## config.mk

```make
export PLATFORM = sky130hd
export DESIGN_NAME = playlist_ctrl
export DESIGN_NICKNAME = d
export VERILOG_FILES = /design/src/rtl/playlist_ctrl.sv
export SDC_FILE = /design/constraint.sdc
export NUM_CORES = 1
export LEC_CHECK = 0
export ABC_AREA = 1
export BUFFER_PORTS_ARGS = -buffer_cell sky130_fd_sc_hd__buf_2
export CAP_MARGIN = 20
export CELL_PAD_IN_SITES_DETAIL_PLACEMENT = 0
export CELL_PAD_IN_SITES_GLOBAL_PLACEMENT = 2
export CORE_UTILIZATION = 30
export DETAILED_ROUTE_END_ITERATION = 8
export PLACE_DENSITY_LB_ADDON = 0.1
export SYNTH_ARGS = -nofsm -noshare
export SYNTH_HDL_FRONTEND = slang
export SYNTH_SLANG_ARGS = --single-unit
```

## constraint.sdc

```tcl
create_clock -name clk -period 4.11 [get_ports clk]
set_clock_uncertainty 0.2 [all_clocks]
set_input_delay 0.822 -clock clk [delete_from_list [all_inputs] [get_ports clk]]
set_output_delay 0.822 -clock clk [all_outputs]
set_load 0.02 [all_outputs]
```

## src/rtl/playlist_ctrl.sv

```systemverilog
// Playback sequencer for the music player: turns debounced button edges and
// song-done reports into play / reset_play / new_song controls and a track index.
module playlist_ctrl #(
    parameter int NUM_SONGS   = 4,
    parameter int IDX_W       = 2,
    parameter int LOAD_CYCLES = 2
) (
    input  logic             clk,
    input  logic             reset,
    input  logic             play_pause,
    input  logic             next,
    input  logic             prev,
    input  logic             song_done,
    input  logic [1:0]       mode,
    output logic             play,
    output logic             reset_play,
    output logic             new_song,
    output logic [IDX_W-1:0] song_idx
);

    localparam int                 CNT_W    = (LOAD_CYCLES > 1) ? $clog2(LOAD_CYCLES) : 1;
    localparam logic [IDX_W-1:0]   LAST_IDX = IDX_W'(NUM_SONGS - 1);
    localparam logic [CNT_W-1:0]   LAST_CNT = CNT_W'(LOAD_CYCLES - 1);

    typedef enum logic [1:0] {S_RESET, S_PAUSE, S_PLAY, S_LOAD} state_t;

    state_t           state_q, state_d, target_q, target_d;
    logic [IDX_W-1:0] idx_q, idx_d, idx_inc, idx_dec;
    logic [CNT_W-1:0] cnt_q, cnt_d;
    logic [2:0]       btn, btn_q, evt;
    logic             play_q, play_d, reset_play_q, reset_play_d, new_song_q, new_song_d;

    logic             go_load;
    logic [IDX_W-1:0] go_idx;
    state_t           go_tgt;

    // Bit 0 = play_pause, bit 1 = next, bit 2 = prev; evt is the rising edge.
    assign btn = {prev, next, play_pause};

    genvar gi;
    generate
        for (gi = 0; gi < 3; gi++) begin : g_edge
            assign evt[gi] = btn[gi] & ~btn_q[gi];
        end
    endgenerate

    assign idx_inc = (idx_q == LAST_IDX) ? '0 : idx_q + IDX_W'(1);
    assign idx_dec = (idx_q == '0) ? LAST_IDX : idx_q - IDX_W'(1);

    always_comb begin
        state_d  = state_q;
        target_d = target_q;
        idx_d    = idx_q;
        cnt_d    = cnt_q;
        go_load  = 1'b0;
        go_idx   = idx_q;
        go_tgt   = S_PLAY;

        case (state_q)
            S_RESET: state_d = S_PAUSE;
            S_PAUSE: begin
                if (evt[0])      state_d = S_PLAY;
                else if (evt[1]) begin go_load = 1'b1; go_idx = idx_inc; end
                else if (evt[2]) begin go_load = 1'b1; go_idx = idx_dec; end
            end
            S_PLAY: begin
                if (evt[0])      state_d = S_PAUSE;
                else if (evt[1]) begin go_load = 1'b1; go_idx = idx_inc; end
                else if (evt[2]) begin go_load = 1'b1; go_idx = idx_dec; end
                else if (song_done) begin
                    go_load = 1'b1;
                    case (mode)
                        2'd0: go_idx = idx_inc;
                        2'd1: go_idx = idx_q;
                        2'd2: begin
                            if (idx_q == LAST_IDX) begin
                                go_idx = '0;
                                go_tgt = S_PAUSE;
                            end else begin
                                go_idx = idx_inc;
                            end
                        end
                        default: go_tgt = S_PAUSE;
                    endcase
                end
            end
            S_LOAD: begin
                // Everything arriving while loading is discarded.
                if (cnt_q == LAST_CNT) begin
                    state_d = target_q;
                    cnt_d   = '0;
                end else begin
                    cnt_d = cnt_q + CNT_W'(1);
                end
            end
            default: state_d = S_RESET;
        endcase

        if (go_load) begin
            state_d  = S_LOAD;
            idx_d    = go_idx;
            target_d = go_tgt;
            cnt_d    = '0;
        end

        play_d       = (state_d == S_PLAY);
        reset_play_d = (state_d == S_RESET) || (state_d == S_LOAD);
        new_song_d   = go_load;
    end

    always_ff @(posedge clk) begin
        if (reset) begin
            state_q      <= S_RESET;
            target_q     <= S_PLAY;
            idx_q        <= '0;
            cnt_q        <= '0;
            btn_q        <= 3'b111;
            play_q       <= 1'b0;
            reset_play_q <= 1'b1;
            new_song_q   <= 1'b0;
        end else begin
            state_q      <= state_d;
            target_q     <= target_d;
            idx_q        <= idx_d;
            cnt_q        <= cnt_d;
            btn_q        <= btn;
            play_q       <= play_d;
            reset_play_q <= reset_play_d;
            new_song_q   <= new_song_d;
        end
    end

    assign play       = play_q;
    assign reset_play = reset_play_q;
    assign new_song   = new_song_q;
    assign song_idx   = idx_q;

endmodule

```

-- Word level (Yosys, flattened, before mapping)
Index checks and enable logic that the tools add are counted.
- output and inout port bits: 5
- input bits: 8
- register bits after elaboration: 13
- add/sub/neg operators: 3
- mux-type cells: 33
- bitwise gates (word level): 6
- reduce and logical (&&, ||, !) cells: 9
- equal/unequal tests: 13
- operator list (kind ; count):
    two-way mux 2 bit ; 20
    equality test 2 bit (second input constant) ; 6
    case mux 2 bit (2 select lines) ; 3
    logical NOT 2 bit ; 4
    two-way mux 1 bit ; 8
    case mux 2 bit (4 select lines) ; 1
    AND reduction 7 bit ; 1
    != test 5 x 4 -> 1 bit (second input constant) ; 1
    equality test 2 x 1 -> 1 bit (second input constant) ; 2
    != test 2 bit (second input constant) ; 2
    != test 4 bit (second input constant) ; 1
    OR reduction 2 bit ; 2
    bitwise AND 1 bit ; 3
    != test 3 bit (second input constant) ; 1
    inverter 1 bit ; 3
    adder 2 x 1 -> 2 bit (second input constant) ; 1
    case mux 1 bit (2 select lines) ; 1
    nonzero test 2 bit ; 1
    subtractor 2 x 1 -> 2 bit (second input constant) ; 1
    adder 1 bit (second input constant) ; 1
    logical OR 1 bit ; 1

-- Longest topological paths before layout
Gate-level depths: netlist of run 1.
- depth in word-level cells: 9
- depth in mapped cells: 11
- depth with buffers taken out: 11

-- Worst setup path after synthesis of run 1
OpenSTA, ideal clock, no wires.
- path kind: input-to-reg
- start: in prev
- end: reg reset_play_q (netlist: reset_play)
- required time: 3.787 ns
- arrival time: 1.838 ns
- buffers on the path: 0
- cell stages on the path: 7
- slack: 1.949 ns
- cell sequence: nand2_1 nand2_1 nand2_2 a21oi_2 nor2_1 ha_1 or2_2
- cells in the longest elaborated chain, start to end: 8
- elaborated cells on any way between the ends: 12
- ends and longest elaborated chain (what ; line ; RTL):
    start, declared ; 12 ; input logic prev,
    bitwise AND 1 bit (*) ; 43 ; assign evt[gi] = btn[gi] & ~btn_q[gi];
    two-way mux 1 bit (on tied branches) ; 69, 64 ;
    two-way mux 1 bit (on tied branches) ; 68, 63 ;
    two-way mux 1 bit (on tied branches) ; 67, 62 ;
    case mux 1 bit (2 select lines) (*) ; 59 ; case (state_q)
    two-way mux 2 bit (*) ; 99 ; if (go_load) begin
    equality test 2 bit or logical NOT 2 bit (tied branches) ; 107 ; reset_play_d = (state_d == S_RESET) || (state_d == S_LOAD);
    logical OR 1 bit (*) ; 107 ;
    named net reset_play_d ; 31 ; logic play_q, play_d, reset_play_q, reset_play_d, new_song_q, new_song_d;
    end signal, assigned ; 128 ; reset_play_q <= reset_play_d;
    end, declared ; 31 ;
Mark *: on every way through the listed nets, which the timed path passes. The rest lies on a longest branch.
A chain may end at the register's enable or synchronous reset.

-- Final worst setup path of run 1
- start: in play_pause
- end: reg reset_play_q (netlist: reset_play)
- cells in the longest elaborated chain, start to end: 6
- elaborated cells on any way between the ends: 11
- ends and longest elaborated chain (what ; line ; RTL):
    start, declared ; 10 ; input logic play_pause,
    bitwise AND 1 bit (*) ; 43 ;
    two-way mux 2 bit (tied with other cells) ; 67 ; if (evt[0]) state_d = S_PAUSE;
    case mux 2 bit (4 select lines) or case mux 1 bit (2 select lines) (tied branches) ; 59 ;
    two-way mux 2 bit (*) ; 99 ;
    equality test 2 bit or logical NOT 2 bit (tied branches) ; 107 ;
    logical OR 1 bit (*) ; 107 ;
    named net reset_play_d ; 31 ;
Marked as above.

==> results of run 1 <==
-- routing by layer --
metal / up-vias / GRT usage, %
met2: 11 / 21.6
met3: 5 / 3.48
li1: 371 / -
met4: 0 / 7.89
met1: 279 / 20.6
met5: - / 0
-- kinds of logic after synthesis --
| family | synth area share [%] |
|---|---|
| compound gates | 7.62 |
| fa+ha+maj | 11.6 |
| buf+inv | 11.4 |
| flops | 34.4 |
| simple gates | 34.9 |
-- metrics by stage --
stage | instances | power, mW
floorplan | 112 | 0.162
detailed placement | 152 | 0.175
finish | 156 | 0.254
global route | 156 | 0.274
global placement | 152 | 0.176
CTS | 156 | 0.259
-- path summary, 6_finish.rpt --
kind                             startpoint          end
worst max register to register   state_q[1]   reset_play
worst min-delay path            target_q[1]  target_q[1]
worst min register to register  target_q[1]  target_q[1]
worst max-delay path             play_pause   reset_play
-- power breakdown --
group          switching [mW]  internal [mW]  leakage, nW
logic                  0.0248         0.0142        0.365
clock network          0.0459         0.0362       0.0177
registers             0.00205          0.130        0.106
-- critical path, cell delays in order --
cell     delay [ns]
buf_2          0.12
a21oi_2        0.19
nand2_2        0.09
a21oi_2        0.19
nor2_1         0.10
ha_1           0.28
or2_2          0.27
-- registers in the layout, indices dropped and copies added (netlist names) --
| register | cells |
|---|---|
| play | 1 |
| btn_q | 3 |
| cnt_q | 1 |
| state_q | 2 |
| song_idx | 2 |
| new_song | 1 |
| reset_play | 1 |
| target_q | 2 |
-- layout by cell type, fill, tap and decap left out, types with 2 or more instances in the layout --
cell type,synthesis,routed
a21oi_2,2,2
buf_2,0,12
clkbuf_4,0,3
dfxtp_1,13,13
ha_1,7,7
inv_1,20,20
inv_2,3,3
nand2_1,32,32
nand2_2,5,5
nand3_1,7,7
nor2_1,9,9
o21ai_0,3,3
o21ai_1,4,4
or2_2,3,3
-- layout make-up --
| class | instances | area [sq um] |
|---|---|---|
| Inverter | 23 | 86.3 |
| Tap cell | 28 | 35.0 |
| Clock buffer | 3 | 22.5 |
| Fill cell | 272 | 1420 |
| Multi-Input combinational cell | 76 | 409 |
| Clock inverter | 1 | 5.00 |
| Sequential cell | 13 | 260 |
| Timing Repair Buffer | 12 | 60.1 |
==> impl_metrics.json, run 1 <==
{
  "final_area_sq_um": 878,
  "fp-row-count": 17,
  "path_class": "primary input to flop",
  "synth_cells": 112,
  "holdBufCountCts": 0,
  "drive_gt1_share_pct": 24.2,
  "yosys-top-cells-count": "nand2_1, inv_1, dfxtp_1, nor2_1",
  "dieArea_sq_um": 2720,
  "tightest_slew_ns": 0.253,
  "ys_ff_latch": 13,
  "avgViaCountPerCell": 4.27,
  "cap_violations": 0,
  "clock-sinks": 13,
  "top_layer": "met4",
  "cts_buffers": 3,
  "holdWs_ns": 0.286,
  "rsz0062_at_grt": "no",
  "async_flop_share_pct": 0,
  "hold_depth": 2,
  "startpoint_type": "primary input",
  "avgRoutedWirePerCell_um": 10.1,
  "core_area_sq_um": 2300,
  "antenna_cells": 0,
  "cts-resized-gates": 0,
  "htree_levels": 1,
  "setup_viol": 0,
  "start_util_pct": 32.9,
  "dpl.hpwl_um": 1280,
  "netlist_area_sq_um": 756,
  "arrival_ns": 2.06,
  "cts_tree": "done",
  "antenna_left": 0,
  "synth.net_count": 127,
  "ir_drop_mv": 0.214,
  "worst_slack_ns": 2.03,
  "synth_top_cell_by_area": "dfxtp_1",
  "drv_slew": 0,
  "clock_latency_ns": 0.29,
  "ys_types": 16,
  "wl_met3_um": 51,
  "place_area_sq_um": 851,
  "power_leakage_nw": 0.489,
  "r2r_setup_slack_ns": 2.04,
  "r2r_cells": 9,
  "worstSetupEndpointType": "flop",
  "synth_edf_count": 0,
  "slew_headroom_pct": 83.0,
  "fmax_mhz": 480,
  "ys_seq_area_share_pct": 34.4,
  "drtPass1Iterations": 4,
  "p_per_area_nw_per_um2": 289,
  "vias": 666,
  "synth-main-ff-cell": "dfxtp_1",
  "io_buffer_count": 12,
  "top_level_ports": 13,
  "synthMostInstantiatedCell": "nand2_1",
  "globalplace.congestion": 0.779,
  "grt_pass1_wl_um": 2850,
  "yosysTopAreaCellShare_pct": 34.4,
  "syn2layout_area_growth_pct": 16.2,
  "grt_pass1_vias": 639,
  "clockBufferDepth": 2,
  "hold_viol_final": 0,
  "wl_met2_um": 602,
  "synth.area.top_cells": "dfxtp_1, nand2_1, ha_1",
  "finalSetupTns_ns": 0,
  "post-place-ws_ns": 1.72,
  "drcViolationCount": 0,
  "status": "complete, no violations",
  "final_nets": 144,
  "syn_area_per_cell_sq_um": 6.75,
  "wl_um": 1570,
  "die_h_um": 52.2,
  "met1_length_um": 883,
  "antenna_found_initial": 0,
  "overflow": 0,
  "die_x_um": 52.2,
  "yosysWarnings": 0,
  "cts_setup_buffers": 0,
  "drt_iter0_drc": 11,
  "clockRootBuffer": "clkbuf_4",
  "path_clk_slew_ns": 0.09,
  "worst-path-max-fanout": 4,
  "hp-class": "flop to flop",
  "grt.total_usage_pct": 15.0,
  "fin_util_pct": 38.2,
  "finalCritPeriodShare_pct": 50.7,
  "grt_start_max_net_pins": 9,
  "cp.required_ns": 4.09,
  "fin_crit_ns": 2.08
}
No activity file was read; power rests on OpenSTA's default activity.
==> inputs of run 2 (changes only) <==
Settings changed: CORE_UTILIZATION 30 to 26.
Clock period 4.11 ns to 1.8 ns, I/O delays scaled along.
==> impl_metrics.json, run 2 (synthesis results as in run 1) <==
{
  "status": "finished with violations",
  "violations": "setup timing",
  "hold_viol_final": 0,
  "wl_um": 1740,
  "max_stage_delay_ns": 0.38,
  "rsz0062_at_grt": "yes",
  "ir_drop_mv": 0.408,
  "antenna_left": 0,
  "grt.total_usage_pct": 12.2,
  "hp-class": "primary input to flop",
  "grt_start_max_net_pins": 9,
  "power_leakage_nw": 0.548,
  "avgRoutedWirePerCell_um": 10.2,
  "dpl.hpwl_um": 1390,
  "clock_latency_ns": 0.27,
  "cts_buffers": 3,
  "startpoint_type": "flop",
  "drive_gt1_share_pct": 39.3,
  "stdcell_count": 171,
  "io_buffer_count": 12,
  "fin_crit_ns": 1.86,
  "grt_pass1_vias": 653,
  "core_area_sq_um": 2760,
  "drv_slew": 0,
  "worstSetupEndpointType": "flop",
  "antenna_cells": 0,
  "final_common_cell": "nand2_1",
  "cap_violations": 0,
  "regMostFlops": "btn_q",
  "setup_viol": 1,
  "largest_register_ffs": 3,
  "vias": 726,
  "drtPass1Iterations": 4,
  "fp-row-count": 19,
  "r2r_setup_slack_ns": -0.06,
  "syn2layout_area_growth_pct": 39.2,
  "p_per_area_nw_per_um2": 574,
  "path_clk_slew_ns": 0.08,
  "antenna_found_initial": 0,
  "slowest_stage": "dfxtp_4",
  "slew_headroom_pct": 86.5,
  "finalCritPeriodShare_pct": 103,
  "dieArea_sq_um": 3130,
  "place_inst": 165,
  "htree_levels": 1,
  "place_area_sq_um": 950,
  "avgViaCountPerCell": 4.25,
  "arrival_ns": 1.82,
  "globalplace.congestion": 0.771,
  "cts_tree": "done",
  "final_cell_mix": "nand2_1, inv_1, buf_2",
  "cp.required_ns": 1.76,
  "drt_iter0_drc": 13,
  "die_h_um": 55.9,
  "worst-path-max-fanout": 4,
  "grt_pass1_wl_um": 2950,
  "drcViolationCount": 0,
  "top_level_ports": 13,
  "tightest_slew_ns": 0.200,
  "die_x_um": 55.9,
  "path_class": "flop to flop",
  "final_nets": 156,
  "clock-sinks": 13,
  "start_util_pct": 27.4,
  "clockRootBuffer": "clkbuf_4",
  "cp_cell_sequence": "inv_4, ha_4, inv_4, a21oi_4, o21ai_1, nand3_1, nor2_2, ha_4, or2_4",
  "final_area_sq_um": 1050,
  "fmax_mhz": 538,
  "clockBufferDepth": 2,
  "worst_slack_ns": -0.0583,
  "overflow": 0
}
[run 2: changes by cell type in the layout (fill, tap and decap cells not counted), sizes merged]
cell | before | now
clkbuf | 3 | 4
clkinv | 1 | 0
buf | 12 | 24
[run 2: final cells by class]
class                           instances  area (sq um)
Clock buffer                            4          26.3
Fill cell                             298          1710
Inverter                               23          91.3
Multi-Input combinational cell         76           474
Sequential cell                        13           268
Tap cell                               31          38.8
Timing Repair Buffer                   24           154
[run 2: per-stage QoR]
step | hold slack [ns] | power, mW | utilization [%] | worst slack (ns) | TNS, ns
after floorplan | 0.222 | 0.376 | - | 0.00143 | 0
after global placement | 0.269 | 0.420 | 34.4 | -0.110 | -0.110
after detailed placement | 0.274 | 0.420 | 34.4 | -0.101 | -0.101
after CTS | 0.0750 | 0.611 | 37.2 | -0.0569 | -0.0569
after global routing | 0.0841 | 0.645 | 38.2 | -0.135 | -0.136
final | 0.0868 | 0.604 | 38.2 | -0.0583 | -0.0583
[run 2: final timing paths]
check	startpoint	endpoint	cells past startpoint
worst max-delay path	state_q[1]	reset_play	9
worst min-delay path	prev	btn_q[2]	2
worst max register to register	state_q[1]	reset_play	9
worst min register to register	target_q[0]	target_q[0]	2
[run 2: layer usage]
layer,GRT usage [%],up-vias,wire (um)
met1,17.1,319,869
met3,1.63,2,56
met2,18.6,12,790
li1,-,393,-
met4,5.23,0,19
met5,0,-,0
[run 2: power breakdown]
group / internal, mW / switching, mW
Sequential: 0.297 / 0.00671
Clock: 0.0857 / 0.0894
Combinational: 0.0571 / 0.0681
[run 2: timing repair]
| item | CTS | global route |
|---|---|---|
| pin swaps | 6 | 7 |
| resized for setup | 11 | 5 |
| setup endpoints to repair | 1 | 1 |
| buffers inserted | 1 | 1 |
| hold buffers | 0 | 0 |
[run 2: worst max-delay path, delay by kind of cell (launching register included)]
kind            cells  cell delay (ns)
buf+inv             2             0.12
flops               1             0.38
compound gates      2             0.19
fa+ha+maj           2             0.37
simple gates        3             0.49
